<file path="config.mk">
export PLATFORM = sky130hd
export DESIGN_NAME = onewire_alarm_ctrl_flat
export DESIGN_NICKNAME = d
export VERILOG_FILES = /design/src/rtl/onewire_alarm_ctrl_if.sv /design/src/rtl/onewire_alarm_ctrl.sv /design/src/flat_wrapper.sv
export SDC_FILE = /design/constraint.sdc
export NUM_CORES = 1
export LEC_CHECK = 0
export ABC_AREA = 1
export CAP_MARGIN = 20
export CORE_ASPECT_RATIO = 0.9
export CORE_MARGIN = 5
export CORE_UTILIZATION = 40
export CTS_CLUSTER_DIAMETER = 60
export DETAILED_ROUTE_END_ITERATION = 8
export PLACE_DENSITY_LB_ADDON = 0.1
export SYNTH_ARGS = -nofsm -noshare
export SYNTH_HDL_FRONTEND = slang
export SYNTH_HIERARCHICAL = 1
export SYNTH_SLANG_ARGS = --single-unit
</file>
<file path="constraint.sdc">
create_clock -name clk -period 5.28 [get_ports clk]
set_clock_uncertainty 0.2 [all_clocks]
set_input_delay 1.32 -clock clk [delete_from_list [all_inputs] [get_ports clk]]
set_output_delay 1.32 -clock clk [all_outputs]
set_load 0.01 [all_outputs]
</file>
<file path="src/rtl/onewire_alarm_ctrl_if.sv">
// Sample/threshold inputs and alarm status outputs of the one-wire alarm sequencer.
// The master drives the inputs and the slave (the sequencer) drives the status outputs.
interface onewire_alarm_ctrl_if;
    logic       temp_vld;
    logic [7:0] temp;
    logic [7:0] th;
    logic [7:0] tl;
    logic       alarm_clr;
    logic       busy;
    logic       done;
    logic       hi_hit;
    logic       lo_hit;
    logic       alarm_flag;
    logic       sample_drop;

    modport master (
        output temp_vld, temp, th, tl, alarm_clr,
        input  busy, done, hi_hit, lo_hit, alarm_flag, sample_drop
    );

    modport slave (
        input  temp_vld, temp, th, tl, alarm_clr,
        output busy, done, hi_hit, lo_hit, alarm_flag, sample_drop
    );
endinterface

</file>
<file path="src/rtl/onewire_alarm_ctrl.sv">
// Threshold-alarm sequencer: time-shares one sign-magnitude comparator for temp>=th and tl>=temp,
// then debounces consecutive hits into the sticky alarm flag reported by ALARM SEARCH.
module onewire_comparator (
    input  logic [7:0] dataa,
    input  logic [7:0] datab,
    output logic       a_ge_b
);
    // Sign-magnitude ordering: any positive (including +0) beats any negative (including -0).
    always_comb begin
        a_ge_b = 1'b0;
        if (dataa[7] != datab[7])
            a_ge_b = ~dataa[7];
        else if (!dataa[7])
            a_ge_b = (dataa[6:0] >= datab[6:0]);
        else
            a_ge_b = (dataa[6:0] <= datab[6:0]);
    end
endmodule

module onewire_alarm_ctrl #(
    parameter int unsigned DEB_CNT = 2
) (
    input logic                  clk,
    input logic                  rst_n,
    onewire_alarm_ctrl_if.slave  bus
);
    localparam logic [1:0] IDLE   = 2'd0;
    localparam logic [1:0] CMP_HI = 2'd1;
    localparam logic [1:0] CMP_LO = 2'd2;
    localparam logic [1:0] UPDATE = 2'd3;

    localparam logic [3:0] DEB_THR = 4'(DEB_CNT);

    logic [1:0] state;
    logic [1:0] state_nxt;
    logic [7:0] temp_q;
    logic [7:0] th_q;
    logic [7:0] tl_q;
    logic [7:0] cmp_a;
    logic [7:0] cmp_b;
    logic       a_ge_b;
    logic       hi_r;
    logic       lo_r;
    logic       hit;
    logic [3:0] cnt;
    logic [3:0] cnt_inc;

    always_comb begin
        state_nxt = state;
        case (state)
            IDLE:    if (bus.temp_vld) state_nxt = CMP_HI;
            CMP_HI:  state_nxt = CMP_LO;
            CMP_LO:  state_nxt = UPDATE;
            default: state_nxt = IDLE;
        endcase
    end

    // CMP_HI evaluates temp >= th; every other state presents tl >= temp.
    always_comb begin
        cmp_a = tl_q;
        cmp_b = temp_q;
        if (state == CMP_HI) begin
            cmp_a = temp_q;
            cmp_b = th_q;
        end
    end

    onewire_comparator u_cmp (
        .dataa  (cmp_a),
        .datab  (cmp_b),
        .a_ge_b (a_ge_b)
    );

    assign hit     = hi_r | lo_r;
    assign cnt_inc = (cnt == 4'd15) ? 4'd15 : cnt + 4'd1;

    always_ff @(posedge clk) begin
        if (!rst_n) begin
            state           <= IDLE;
            temp_q          <= '0;
            th_q            <= '0;
            tl_q            <= '0;
            hi_r            <= 1'b0;
            lo_r            <= 1'b0;
            cnt             <= '0;
            bus.busy        <= 1'b0;
            bus.done        <= 1'b0;
            bus.hi_hit      <= 1'b0;
            bus.lo_hit      <= 1'b0;
            bus.alarm_flag  <= 1'b0;
            bus.sample_drop <= 1'b0;
        end else begin
            state           <= state_nxt;
            bus.busy        <= (state_nxt != IDLE);
            bus.done        <= (state == UPDATE);
            bus.sample_drop <= bus.temp_vld & bus.busy;

            if (state == IDLE && bus.temp_vld) begin
                temp_q <= bus.temp;
                th_q   <= bus.th;
                tl_q   <= bus.tl;
            end
            if (state == CMP_HI) hi_r <= a_ge_b;
            if (state == CMP_LO) lo_r <= a_ge_b;
            if (state == UPDATE) begin
                bus.hi_hit <= hi_r;
                bus.lo_hit <= lo_r;
            end

            // A clear always wins over a coincident debounce update.
            if (bus.alarm_clr) begin
                cnt            <= '0;
                bus.alarm_flag <= 1'b0;
            end else if (state == UPDATE) begin
                if (hit) begin
                    cnt <= cnt_inc;
                    if (cnt_inc >= DEB_THR) bus.alarm_flag <= 1'b1;
                end else begin
                    cnt <= '0;
                end
            end
        end
    end
endmodule

</file>
<file path="src/flat_wrapper.sv">
// flat-port wrapper written by rule: the top's interface ports become plain ports
module onewire_alarm_ctrl_flat 
#(
    parameter int unsigned DEB_CNT = 2
)
  (clk, rst_n, bus_temp_vld, bus_temp, bus_th, bus_tl, bus_alarm_clr, bus_busy, bus_done, bus_hi_hit, bus_lo_hit, bus_alarm_flag, bus_sample_drop);
  onewire_alarm_ctrl_if bus_i ();
  input logic clk;
  input logic rst_n;
  input wire logic [$bits(bus_i.temp_vld)-1:0] bus_temp_vld;
  input wire logic [$bits(bus_i.temp)-1:0] bus_temp;
  input wire logic [$bits(bus_i.th)-1:0] bus_th;
  input wire logic [$bits(bus_i.tl)-1:0] bus_tl;
  input wire logic [$bits(bus_i.alarm_clr)-1:0] bus_alarm_clr;
  output wire logic [$bits(bus_i.busy)-1:0] bus_busy;
  output wire logic [$bits(bus_i.done)-1:0] bus_done;
  output wire logic [$bits(bus_i.hi_hit)-1:0] bus_hi_hit;
  output wire logic [$bits(bus_i.lo_hit)-1:0] bus_lo_hit;
  output wire logic [$bits(bus_i.alarm_flag)-1:0] bus_alarm_flag;
  output wire logic [$bits(bus_i.sample_drop)-1:0] bus_sample_drop;
  assign bus_i.temp_vld = bus_temp_vld;
  assign bus_i.temp = bus_temp;
  assign bus_i.th = bus_th;
  assign bus_i.tl = bus_tl;
  assign bus_i.alarm_clr = bus_alarm_clr;
  assign bus_busy = bus_i.busy;
  assign bus_done = bus_i.done;
  assign bus_hi_hit = bus_i.hi_hit;
  assign bus_lo_hit = bus_i.lo_hit;
  assign bus_alarm_flag = bus_i.alarm_flag;
  assign bus_sample_drop = bus_i.sample_drop;
  onewire_alarm_ctrl #(.DEB_CNT(DEB_CNT)) u_core (.clk(clk), .rst_n(rst_n), .bus(bus_i));
endmodule
</file>
==> flow_summary.yaml <==
run_status:
  outcome: "finished clean"
clocking:
  htreeDepth: 2
  postCtsSetupRepairBufs: 0
  clk_latency_ns: 0.28
  cts_buffer_depth: 2
  hold_buffers: 0
  path_clk_slew_ns: 0.07
  cts_tree: "yes"
  cts-buffers-inserted: 5
  cts_resized: 0
  clock_sinks: 38
  root_buffer: "clkbuf_8"
final_layout:
  drive_above_1_share_pct: 4.73
  fin_nets: 336
  n_antenna_cell: 0
  syn_to_final_growth_pct: 24.8
  fill_cells: 474
  fin_area_um2: 2320
die:
  die_h_um: 74.6
  core-area_um2: 4460
  dieArea_um2: 6110
  start_util_pct: 41.6
  rows: 23
  ios: 34
  die_w_um: 81.8
pwr:
  peakVddDrop_uv: 227
  total_leakage_power_nw: 1.01
  power.density_nw_per_um2: 482
timing:
  report.final.slew_viol_count: 0
  fmax_mhz: 317
  slew_headroom_pct: 31.5
  hold_viol: 0
  whs_ns: 0.240
  rsz0062_at_grt: "false"
  setup-tns-final_ns: 0
  post-route-period-util_pct: 59.8
  fin_crit_ns: 3.16
  max_slew.worst_pin.slew_ns: 1.03
  setup_viol_count_final: 0
global_routing:
  antenna_found_initial: 0
  grt_util_all_layers_pct: 14.5
  grt_pass1_vias: 1569
  grt_max_degree: 33
  grt_pass1_wl_mm: 6.87
  overflow: 0
run:
  max_cap_viol_count: 0
placed_design:
  port_buffers: 33
  dp_hpwl_mm: 2.76
  routabilityCongestion: 0.780
  place_area_um2: 2210
route:
  routed_wl_mm: 3.83
  drc: 0
  vias: 1646
  wl_per_cell_um: 10.7
  viasPerCell: 4.60
  ant_nets: 0
  drt_iter0_markers: 65
  dr.pass1.iters: 4
synthesis:
  netlist_area_um2: 1860
  postSynthAreaPerCell_um2: 7.01
  yosys_warnings: 6
  syn_inst: 265
  synth_top_area_share_pct: 41.0
  synthTopCellsByArea: "dfxtp_1 41%, nand2_1 12%, ha_1 8.8%"
  synth.net_count: 306
  yosysUniqueCellTypes: 22
  yosysSeqAreaShare_pct: 41.0
  ys_ff_latch: 38
  yosysTopAreaCell: "dfxtp_1"
critical_path:
  crit_type: "in -> reg"
  worst_ep_required_time_ns: 5.25
  startpoint: "bus_temp_vld"
  startpoint_type: "input port"
  worstSetupEndpointType: "flip-flop"
  path_max_fanout: 32
  r2r_start: "u_core/state[1]$_SDFF_PN0_"
  cp.arrival_ns: 3.13
worst_hold_path:
  hp-start: "u_core/bus.busy$_SDFF_PN0_"
  hp-class: "reg -> reg"
-- logic make-up (layout without fill, tap and decap cells) --
logic type      Yosys count  after routing  synth area share [%]
simple gates            111            111                  24.3
compound gates           58             58                  15.9
buf+inv                  45             76                  10.1
flops                    38             38                  41.0
fa+ha+maj                13             13                  8.76
-- where the power goes --
part,internal (mW),switching (mW)
Sequential,0.361,0.0366
Clock,0.139,0.101
Combinational,0.183,0.296
-- path summary, 6_finish.rpt --
check	slack [ns]	end	depth (start not counted)
setup / recovery	2.12	u_core/tl_q[4]$_SDFFE_PN0P_	5
hold / removal	0.24	u_core/bus.sample_drop$_SDFF_PN0_	2
setup reg to reg	2.30	u_core/hi_r$_SDFFE_PN0P_	14
hold reg to reg	0.24	u_core/bus.sample_drop$_SDFF_PN0_	2
-- through the flow --
step	utilization [%]	instances	power [mW]	worst slack (ns)
2_1_floorplan	-	265	0.780	3.08
3_3_place_gp	49.5	350	0.877	1.88
3_5_place_dp	49.5	350	0.887	1.83
4_1_cts	51.9	358	1.13	2.12
5_1_grt	51.9	358	1.24	1.90
6_report	51.9	358	1.12	2.12
-- cell usage after synthesis --
cell / n
nand3_2: 1
ha_1: 13
nor2_2: 1
nand3_1: 5
inv_2: 1
nand4_1: 1
a21oi_1: 17
o21ai_0: 23
clkbuf_2: 2
nand2b_1: 1
nand2_2: 2
or2_1: 2
a21oi_2: 1
buf_2: 7
nand3b_1: 1
a31oi_1: 1
inv_1: 34
buf_6: 1
nor2_1: 39
o21ai_1: 16
dfxtp_1: 38
nand2_1: 58
-- cell usage in the layout (no fill, tap or decap), types with 2 or more instances in the layout --
master           count
clkbuf_8             5
o21ai_1             16
nand2_1             58
clkinv_2             2
nand2_2              2
nor2_1              39
a21oi_1             17
ha_1                13
clkdlybuf4s50_1     33
dfxtp_1             38
nand3_1              5
or2_1                2
o21ai_0             23
inv_1               34
-- sequential cells by signal, indices dropped and copies added (netlist names) --
| name | flops |
|---|---|
| u_core/bus.sample_drop | 1 |
| u_core/tl_q | 8 |
| u_core/th_q | 8 |
| u_core/bus.alarm_flag | 1 |
| u_core/temp_q | 8 |
| u_core/bus.done | 1 |
| u_core/bus.hi_hit | 1 |
| u_core/state | 2 |
| u_core/lo_r | 1 |
| u_core/bus.busy | 1 |
| u_core/cnt | 4 |
| u_core/bus.lo_hit | 1 |
| u_core/hi_r | 1 |
-- layer usage --
layer,global-route usage (%),vias to the layer above,part of all wire [%]
met2,22.5,23,42
li1,-,899,-
met3,3.83,7,4.3
met4,5.54,0,1.4
met1,19.4,717,53
met5,0,-,0
-- critical path: stages --
cell and delay [ns]:
clkdlybuf4s50_1 0.43, nand2_1 0.76, inv_2 0.35, nor2_1 0.20, nor2_1 0.06
-- cell type report --
cell class | count | area (µm²) | share of cell area (%)
multi-input combinational | 182 | 908 | 39.2
sequential | 38 | 761 | 32.8
clock inverter | 3 | 40.0 | 1.73
tap | 62 | 77.6 | 3.35
clock buffer | 5 | 68.8 | 2.97
timing repair buffer | 33 | 330 | 14.3
inverter | 35 | 131 | 5.67
Power figures use the tool's default switching activity.
